$ cat src/rtl/i2s_frame_sequencer.sv
// I2S SCLK/LRCLK generator with a double-buffered mono sample path to the serializer.
// data_out only changes at frame boundaries. Underruns either repeat or zero the sample, and they are counted.
module i2s_frame_sequencer #(
  parameter int SCLK_DIV         = 8,
  parameter int BITS_PER_CH      = 32,
  parameter bit HOLD_ON_UNDERRUN = 1'b1
) (
  input  logic        CLK,
  input  logic        RESET_N,
  input  logic        run,
  input  logic [23:0] sample_in,
  input  logic        sample_valid,
  output logic        sample_ready,
  output logic        SCLK,
  output logic        LRCLK,
  output logic [23:0] data_out,
  output logic        frame_start,
  output logic [15:0] underrun_cnt
);

  localparam int DIV_W = $clog2(SCLK_DIV);
  localparam int BIT_W = $clog2(2 * BITS_PER_CH);
  localparam logic [DIV_W-1:0] DIV_LAST = DIV_W'(SCLK_DIV - 1);
  localparam logic [BIT_W-1:0] BIT_LAST = BIT_W'(2 * BITS_PER_CH - 1);
  localparam logic [BIT_W-1:0] BIT_HALF = BIT_W'(BITS_PER_CH);

  logic [DIV_W-1:0] div_q, div_d;
  logic [BIT_W-1:0] bit_q, bit_d;
  logic             sclk_q, sclk_d;
  logic             lrclk_q, lrclk_d;
  logic             frame_start_q, frame_start_d;
  logic [23:0]      data_q, data_d;
  logic [23:0]      pend_q, pend_d;
  logic             full_q, full_d;
  logic             ready_q, ready_d;
  logic [15:0]      ucnt_q, ucnt_d;

  logic div_tc, sclk_fall, boundary, xfer;

  always_comb begin
    // NOTE: every signal gets a default first so no path leaves it unassigned (no latches).
    div_d         = div_q;
    bit_d         = bit_q;
    sclk_d        = sclk_q;
    data_d        = data_q;
    pend_d        = pend_q;
    full_d        = full_q;
    ucnt_d        = ucnt_q;

    div_tc    = (div_q == DIV_LAST);
    sclk_fall = div_tc & sclk_q;
    boundary  = run & sclk_fall & (bit_q == BIT_LAST);
    xfer      = sample_valid & ready_q;

    if (!run) begin
      div_d  = '0;
      bit_d  = '0;
      sclk_d = 1'b0;
    end else begin
      div_d = div_tc ? '0 : div_q + 1'b1;
      if (div_tc)    sclk_d = ~sclk_q;
      if (sclk_fall) bit_d  = (bit_q == BIT_LAST) ? '0 : bit_q + 1'b1;
    end

    // Deriving LRCLK from the next bit count aligns it with the SCLK falling edge.
    lrclk_d       = (bit_d >= BIT_HALF);
    frame_start_d = boundary;

    if (boundary) begin
      if (full_q) begin
        data_d = pend_q;
        full_d = 1'b0;
      end else if (xfer) begin
        data_d = sample_in;
      end else begin
        data_d = HOLD_ON_UNDERRUN ? data_q : 24'd0;
        if (ucnt_q != 16'hFFFF) ucnt_d = ucnt_q + 16'd1;
      end
    end else if (xfer) begin
      pend_d = sample_in;
      full_d = 1'b1;
    end

    // Registering ready keeps sample_valid out of any combinational path to sample_ready.
    ready_d = ~full_d;
  end

  always_ff @(posedge CLK) begin
    // NOTE: non-blocking assignments let every register sample the pre-edge state.
    if (!RESET_N) begin
      div_q         <= '0;
      bit_q         <= '0;
      sclk_q        <= 1'b0;
      lrclk_q       <= 1'b0;
      frame_start_q <= 1'b0;
      data_q        <= '0;
      pend_q        <= '0;
      full_q        <= 1'b0;
      ready_q       <= 1'b0;
      ucnt_q        <= '0;
    end else begin
      div_q         <= div_d;
      bit_q         <= bit_d;
      sclk_q        <= sclk_d;
      lrclk_q       <= lrclk_d;
      frame_start_q <= frame_start_d;
      data_q        <= data_d;
      pend_q        <= pend_d;
      full_q        <= full_d;
      ready_q       <= ready_d;
      ucnt_q        <= ucnt_d;
    end
  end

  assign sample_ready = ready_q;
  assign SCLK         = sclk_q;
  assign LRCLK        = lrclk_q;
  assign data_out     = data_q;
  assign frame_start  = frame_start_q;
  assign underrun_cnt = ucnt_q;

endmodule

$ cat config.mk
export PLATFORM = sky130hd
export DESIGN_NAME = i2s_frame_sequencer
export DESIGN_NICKNAME = d
export VERILOG_FILES = /design/src/rtl/i2s_frame_sequencer.sv
export SDC_FILE = /design/constraint.sdc
export NUM_CORES = 1
export LEC_CHECK = 0
export BUFFER_PORTS_ARGS = -buffer_cell sky130_fd_sc_hd__buf_2
export CELL_PAD_IN_SITES_DETAIL_PLACEMENT = 1
export CELL_PAD_IN_SITES_GLOBAL_PLACEMENT = 1
export CORE_MARGIN = 3
export CORE_UTILIZATION = 43
export CTS_CLUSTER_SIZE = 10
export DETAILED_ROUTE_END_ITERATION = 16
export GPL_ROUTABILITY_DRIVEN = 0
export PLACE_DENSITY_LB_ADDON = 0.1
export RECOVER_POWER = 25
export SLEW_MARGIN = 0
export SYNTH_ARGS = -nofsm -noshare
export SYNTH_HDL_FRONTEND = slang
export SYNTH_SLANG_ARGS = --single-unit
$ cat constraint.sdc
create_clock -name CLK -period 3.03 [get_ports CLK]
set_clock_uncertainty 0.05 [all_clocks]
set_input_delay 0.4545 -clock CLK [delete_from_list [all_inputs] [get_ports CLK]]
set_output_delay 0.4545 -clock CLK [all_outputs]
set_load 0.1 [all_outputs]
==> summary.txt, run 1 <==
Cells and area
  • Synth-to-layout area growth: 17.4%
  • Most common cell after layout, fill and taps aside: dfxtp_1
  • Top library cells by usage in the layout, fill and taps aside: 78 x dfxtp_1, 63 x nand2_1, 47 x buf_2
  • Number of nets in the finished design: 472
  • Core Util, Final: 0.527
  • Final Cell Area: 3880 sq um
  • Final instance count without filler cells: 544
  • Count of antenna diodes in the layout: 0
  • Ratio of cells with drive above 1 in the final layout: 0.175
  • Number of filler cells placed in the layout: 899

Logic synthesis
  • Main combinational cell family by area after synthesis: simple AND/OR/NAND/NOR gates
  • Most common flop cell mapped by yosys: dfxtp_1
  • Synthesized-area fraction occupied by adder cells: 0.0151
  • Net count after synthesis: 407
  • Syn Std Cell Area: 3310 sq um
  • Compound-gate portion of the synthesized area: 0.138
  • Synth Area in Simple Gates: 0.227
  • Share of synthesized area spent on multiplexers: 0.0908
  • Count of different cell masters after synthesis: 32
  • Post-synthesis share of cell area spent on xor and xnor gates: 0.0159
  • Average footprint of a synthesized cell: 8.82 sq um
  • Synthesis warning total: 0
  • Synth Instances: 375
  • Proportion of synthesized chip area in sequential cells: 0.472
  • Post-synth EDFFs: 0
  • Ys async rst share: 0
  • Synth Register Bits: 78

Floorplanning
  • Die width: 93.7 um
  • Core region area: 7370 sq um
  • Starting utilization of the core area: 0.449
  • Placement row count: 31
  • Boundary Pins: 72
  • Die Ht: 93.7 um
  • Total Die Area: 8780 sq um

Worst setup path
  • FF-to-FF Start: div_q[0]
  • R2r setup slk: 0.45 ns
  • Arrival time at the worst endpoint: 2.77 ns
  • Largest fanout of any net on the critical path: 26
  • Critical path start-end classification: flip-flop to flip-flop
  • End of the worst register-to-register path: data_out[10]
  • Destination of the critical timing path: data_out[10]
  • Worst setup path start: div_q[0]
  • Worst r2r path cells: 7
  • Critical Path Source Type: flip-flop
  • CP Capture Type: flip-flop
  • Required time at the worst-slack endpoint: 3.22 ns

Global routing
  • Pin count of the biggest net entering global routing: 27
  • Wire length of the first global-routing pass: 14,200 um
  • Vias in the first global route: 2,965
  • Total gr overflow: 0
  • Initial antenna violation count: 0
  • Total track usage: 0.203

Pwr
  • Clock Power Share: 0.381
  • Switching power: 0.488 mW
  • Portion of total power attributed to combinational logic: 0.072
  • Leak pwr: 1.39 nW
  • Switching part of the total: 0.254
  • Internal power component: 1.44 mW
  • Areal power density over the cells: 496 nW/um^2
  • Max VDD drop: 0.000252 V
  • Share of power burned in registers: 0.547

Detailed routing
  • Met2 wire length: 4140 um
  • Vias post-DR: 2,955
  • DRC viols: 0
  • Drt wl/cell: 15.4 um
  • Iter 0 DRT Violations: 80
  • Detailed-routed wire length on met3: 391 um
  • Detail-routed via count per cell: 5.43
  • Routed length on met1: 3740 um
  • Overall routed net length: 8370 um
  • Total iterations of the first detailed-routing run: 4
  • Uppermost signal routing layer after detailed routing: met4
  • Remaining antenna violation count after routing: 0

STA
  • Final min period: 2.58 ns
  • Max_slew headroom: 0.191
  • Final Cycle Share: 0.851
  • TNS Setup: 0 ns
  • Maximum clock frequency: 0.388 GHz
  • Transition time of the tightest slew-check pin: 1.22 ns
  • Final setup viols: 0
  • Fin. Hold Viols: 0
  • Total count of max-transition violations in the final report: 0
  • Setup repair after global routing missed its margin: false

Clock tree
  • Post-CTS setup repair buffer count: 0
  • TritonCTS buffer count: 9
  • H-tree levels: 3
  • Clock tree from TritonCTS: built
  • Number of instances resized during post-cts repair: 0
  • Clock tree root driver cell: clkbuf_8
  • Count of clock tree sinks: 78
  • Number of buffers inserted by hold repair at cts: 0
  • Maximum buffer depth of the clock tree: 2
  • Clock transition at the register clock pins on the worst setup and hold paths after CTS: 0.08 ns
  • Skew-Pair Late Insertion Delay: 0.35 ns

Outcome
  • Status: completed

Placed design
  • Standard cell area after detailed placement: 3730 sq um
  • HPWL reported at the end of detailed placement: 5690 um
  • Post-placement cell count: 528
  • Total of buffers placed on input and output ports: 71

Run
  • Number of maximum-capacitance violations: 0

Worst hold path
  • Hold depth: 3
  • Worst hold path class: input pin to flip-flop
-- flip-flops by register name, indices dropped and copies added, names as in the netlist --
name,cells
LRCLK,1
data_out,24
sample_ready,1
SCLK,1
div_q,3
bit_q,6
frame_start,1
underrun_cnt,16
pend_q,24
full_q,1
-- critical path, cell delays in order (launching register included) --
cell,delay (ns)
dfxtp_1,0.35
ha_1,0.15
ha_1,0.30
and4_1,0.44
and3_2,0.57
buf_4,0.27
nor2_1,0.06
a211oi_1,0.26
-- cell type report --
| cell class | count | area (sq um) | area share |
|---|---|---|---|
| Multi-Input combinational cell | 269 | 1610 | 0.416 |
| Tap cell | 99 | 124 | 0.0319 |
| Clock buffer | 11 | 151 | 0.0390 |
| Inverter | 2 | 7.51 | 0.00193 |
| Sequential cell | 78 | 1560 | 0.402 |
| Clock inverter | 5 | 31.3 | 0.00806 |
| Timing Repair Buffer | 80 | 393 | 0.101 |
-- through the flow --
| step | power (mW) | setup WS, ns | hold WS [ns] |
|---|---|---|---|
| final | 1.92 | 0.453 | 0.296 |
| after global routing | 2.01 | 0.216 | 0.279 |
| after CTS | 1.94 | 0.454 | 0.278 |
| after detailed placement | 1.22 | 0.490 | 0.396 |
| after global placement | 1.21 | 0.681 | 0.364 |
| after floorplan | 1.17 | 0.503 | 0.354 |
-- layer usage --
metal,track usage,vias up
li1,-,1473
met1,0.242,1420
met2,0.355,53
met3,0.0537,9
met4,0.0650,0
met5,0,-
-- power groups by stage --
stage                     logic, mW  clock network [mW]  registers [mW]
after floorplan              0.0838                   0            1.08
after global placement        0.137                   0            1.08
after detailed placement      0.141                   0            1.08
after CTS                     0.141               0.751            1.05
after global routing          0.155               0.801            1.06
final                         0.138               0.733            1.05
-- how the worst min path moves through the flow --
stage                       start  slack (ns)         end
detailed placement       div_q[0]        0.40    div_q[0]
floorplan                div_q[0]        0.35    div_q[0]
global route        sample_in[15]        0.28  pend_q[15]
global placement         div_q[0]        0.36    div_q[0]
CTS                 sample_in[21]        0.28  pend_q[21]
finish              sample_in[21]        0.30  pend_q[21]
-- Yosys cell counts, types with 2 or more instances --
master / instances / area, sq um
nand3_1: 13 / 65.1
clkbuf_1: 13 / 48.8
o31ai_1: 8 / 60.1
a211oi_1: 24 / 180
xor2_1: 3 / 26.3
nand2_1: 63 / 236
nor2_1: 33 / 124
buf_1: 2 / 7.51
buf_6: 2 / 22.5
ha_1: 4 / 50.1
nor3_1: 2 / 10.0
nor4_1: 7 / 43.8
nand4_1: 8 / 50.1
buf_4: 2 / 15.0
nor3b_1: 2 / 15.0
dfxtp_1: 78 / 1560
a21o_1: 2 / 15.0
or4_1: 8 / 60.1
mux2i_1: 30 / 300
xnor2_1: 3 / 26.3
a21oi_1: 38 / 190
and3_1: 6 / 37.5
buf_2: 7 / 35.0
and4_1: 3 / 26.3
nand2b_1: 6 / 37.5
o21ai_0: 2 / 10.0
-- cell families (layout without fill, tap and decap cells) --
family,Yosys count,count (layout)
AOI/OAI and AO/OA,74,74
xor gates and xnor gates,6,6
adders and majority gates,4,4
buffers and inverters,28,98
DFF,78,78
muxes,30,30
and+or+nand+nor,155,155
Power figures use the tool's default switching activity.
==> run 2: changes to the inputs <==
--- a/config.mk
+++ b/config.mk
@@ -13,6 +13,7 @@
 export CTS_CLUSTER_SIZE = 10
 export DETAILED_ROUTE_END_ITERATION = 16
 export GPL_ROUTABILITY_DRIVEN = 0
+export GPL_TIMING_DRIVEN = 0
 export PLACE_DENSITY_LB_ADDON = 0.1
 export RECOVER_POWER = 25
 export SLEW_MARGIN = 0
==> constraint.sdc (replaced) <==
create_clock -name CLK -period 3.03 [get_ports CLK]
set_clock_uncertainty 0.05 [all_clocks]
set_input_delay 0.4545 -clock CLK [delete_from_list [all_inputs] [get_ports CLK]]
set_output_delay 0.4545 -clock CLK [all_outputs]
set_load 0.05 [all_outputs]
==> run 2 against run 1 <==
Hold slack improved by 0.0035 ns; worst setup slack improved by 0.34 ns; cell area grew 2.2%; maximum frequency rose by 15%; clock power is 16% higher; total power up 6.0%; largest cell class unchanged; sequential share of layout area decreased by 0.86 points.
==> summary.txt, run 2 (same netlist as run 1, synthesis figures left out) <==
Worst setup path
  • Critical path start-end classification: flip-flop to flip-flop (unchanged)
  • FF-to-FF Start: div_q[0] (unchanged)
  • R2r setup slk: 0.79 ns (was 0.45 ns)
  • Total buffers and inverters traversed by the critical path: 3 (was 1)
  • Worst setup path start: div_q[0] (unchanged)
  • Destination of the critical timing path: pend_q[5] (was data_out[10])
  • CP Capture Type: flip-flop (unchanged)
  • Slowest stage delay, CP: 0.41 ns (was 0.57 ns)
  • Worst r2r path cells: 9 (was 7)
  • Largest fanout of any net on the critical path: 10 (was 26)
  • Arrival time at the worst endpoint: 2.46 ns (was 2.77 ns)
  • Required time at the worst-slack endpoint: 3.25 ns (was 3.22 ns)
  • CP Depth: 9 (was 7)
  • Cell family contributing the most delay on the critical path: buffers and inverters (was simple AND/OR/NAND/NOR gates)
  • Cell breakdown of the critical path: ha_1 -> ha_1 -> buf_4 -> and4_1 -> buf_6 -> a21oi_1 -> buf_2 -> nand2_1 -> a21oi_1 (was ha_1 -> ha_1 -> and4_1 -> and3_2 -> buf_4 -> nor2_1 -> a211oi_1)
  • Library cell contributing the largest single delay on the critical path: a21oi_1 (was and3_2)
  • Critical Path Source Type: flip-flop (unchanged)
  • End of the worst register-to-register path: pend_q[5] (was data_out[10])

Global routing
  • Total gr overflow: 0 (unchanged)
  • Vias in the first global route: 3,120 (was 2,965)
  • Wire length of the first global-routing pass: 14,100 um (was 14,200 um)
  • Met2 Track Usage GR: 0.341 (was 0.355)
  • Met1 global-route usage: 0.248 (was 0.242)
  • Pin count of the biggest net entering global routing: 14 (was 27)
  • Met3 Track Usage GR: 0.0457 (was 0.0537)
  • Total track usage: 0.201 (was 0.203)
  • Most crowded layer after global routing: met2 (unchanged)
  • Initial antenna violation count: 0 (unchanged)

Cells and area
  • Area occupied by registers: 1560 sq um (unchanged)
  • Top library cells by usage in the layout, fill and taps aside: 78 x dfxtp_1, 63 x nand2_1, 53 x buf_2 (was 78 x dfxtp_1, 63 x nand2_1, 47 x buf_2)
  • Ratio of cells with drive above 1 in the final layout: 0.162 (was 0.175)
  • Synth-to-layout area growth: 20.0% (was 17.4%)
  • Most common cell after layout, fill and taps aside: dfxtp_1 (unchanged)
  • Final instance count without filler cells: 561 (was 544)
  • Number of nets in the finished design: 489 (was 472)
  • Count of antenna diodes in the layout: 0 (unchanged)
  • Total area of multi-input combinational cells: 1610 sq um (about the same)
  • Number of filler cells placed in the layout: 916 (was 899)

Clock tree
  • Count of clock tree sinks: 78 (unchanged)
  • Number of buffers inserted by hold repair at cts: 0 (unchanged)
  • Clock tree root driver cell: clkbuf_8 (unchanged)
  • Clock transition at the register clock pins on the worst setup and hold paths after CTS: 0.08 ns (about the same)
  • Post-CTS setup repair buffer count: 0 (unchanged)
  • Maximum buffer depth of the clock tree: 2 (unchanged)
  • Skew-Pair Late Insertion Delay: 0.35 ns (about the same)
  • Number of instances resized during post-cts repair: 0 (unchanged)
  • Clock tree from TritonCTS: built (unchanged)
  • H-tree levels: 3 (unchanged)
  • TritonCTS buffer count: 9 (unchanged)

Floorplanning
  • Boundary Pins: 72 (unchanged)
  • Core region area: 7370 sq um (unchanged)
  • Placement row count: 31 (unchanged)
  • Die Ht: 93.7 um (unchanged)
  • Total Die Area: 8780 sq um (unchanged)
  • Die width: 93.7 um (unchanged)
  • Starting utilization of the core area: 0.449 (unchanged)

Detailed routing
  • Detail-routed via count per cell: 5.41 (was 5.43)
  • Vias post-DR: 3,035 (was 2,955)
  • Drt wl/cell: 15.1 um (was 15.4 um)
  • Total iterations of the first detailed-routing run: 4 (unchanged)
  • Iter 0 DRT Violations: 83 (was 80)
  • Remaining antenna violation count after routing: 0 (unchanged)
  • Overall routed net length: 8450 um (was 8370 um)
  • DRC viols: 0 (unchanged)

STA
  • Final Cycle Share: 0.739 (was 0.851)
  • Total count of max-transition violations in the final report: 0 (unchanged)
  • Transition time of the tightest slew-check pin: 0.781 ns (was 1.22 ns)
  • Final setup viols: 0 (unchanged)
  • Fin. Hold Viols: 0 (unchanged)
  • Final min period: 2.24 ns (was 2.58 ns)
  • Maximum clock frequency: 0.446 GHz (was 0.388 GHz)
  • Setup repair after global routing missed its margin: false (unchanged)
  • Max_slew headroom: 0.479 (was 0.191)
  • TNS Setup: 0 ns (unchanged)

Placed design
  • Total of buffers placed on input and output ports: 71 (unchanged)
  • HPWL reported at the end of detailed placement: 6220 um (was 5690 um)
  • Post-placement cell count: 545 (was 528)

Worst hold path
  • Worst hold path class: input pin to flip-flop (unchanged)

Pwr
  • Areal power density over the cells: 514 nW/um^2 (was 496 nW/um^2)
  • Leak pwr: 1.43 nW (was 1.39 nW)
  • Max VDD drop: 0.000275 V (was 0.000252 V)

Outcome
  • Status: completed (unchanged)

Run
  • Number of maximum-capacitance violations: 0 (unchanged)
## run 2: through the flow
step	hold slack, ns	utilization	cell area, sq um	power (mW)	setup slack [ns]
6_report	0.299	0.538	3970	2.04	0.790
5_1_grt	0.293	0.538	3970	2.13	0.615
4_1_cts	0.290	0.543	4000	2.06	0.753
3_5_place_dp	0.377	0.514	3790	1.21	0.796
3_3_place_gp	0.366	0.514	3790	1.21	0.870
2_1_floorplan	0.354	-	3310	1.16	0.908
## run 2: power breakdown
group	switching [mW]	leakage, nW	total, mW	internal (mW)
clock network	0.385	0.104	0.851	0.467
logic	0.0849	0.694	0.137	0.0519
registers	0.00935	0.631	1.05	1.04
total	0.479	1.43	2.04	1.56
## run 2: worst min-delay path, cell delays in order
cell     delay (ns)
buf_2          0.10
nand2_1        0.05
a21oi_1        0.05
## run 2: per-layer routing
layer / share of wire / vias up
li1: - / 1498
met1: 0.46 / 1477
met2: 0.49 / 49
met3: 0.042 / 11
met4: 0.013 / 0
met5: 0 / -
## run 2: worst min path at each step
stage | from | end | slack (ns) | cells past startpoint
floorplan | div_q[0] | div_q[0] | 0.35 | 1
global placement | div_q[0] | div_q[0] | 0.37 | 1
detailed placement | div_q[0] | div_q[0] | 0.38 | 1
CTS | sample_in[9] | pend_q[9] | 0.29 | 3
global route | sample_in[10] | pend_q[10] | 0.29 | 3
finish | sample_in[11] | pend_q[11] | 0.30 | 3
## run 2: cell type report
type	instances	share of cell area
clock buffers	11	0.0331
well taps	99	0.0312
clock inverters	5	0.0205
plain buffers	26	0.0325
repair buffers	71	0.0817
flip-flops and latches	78	0.394
multi-input cells	269	0.406
inverters	2	0.00189
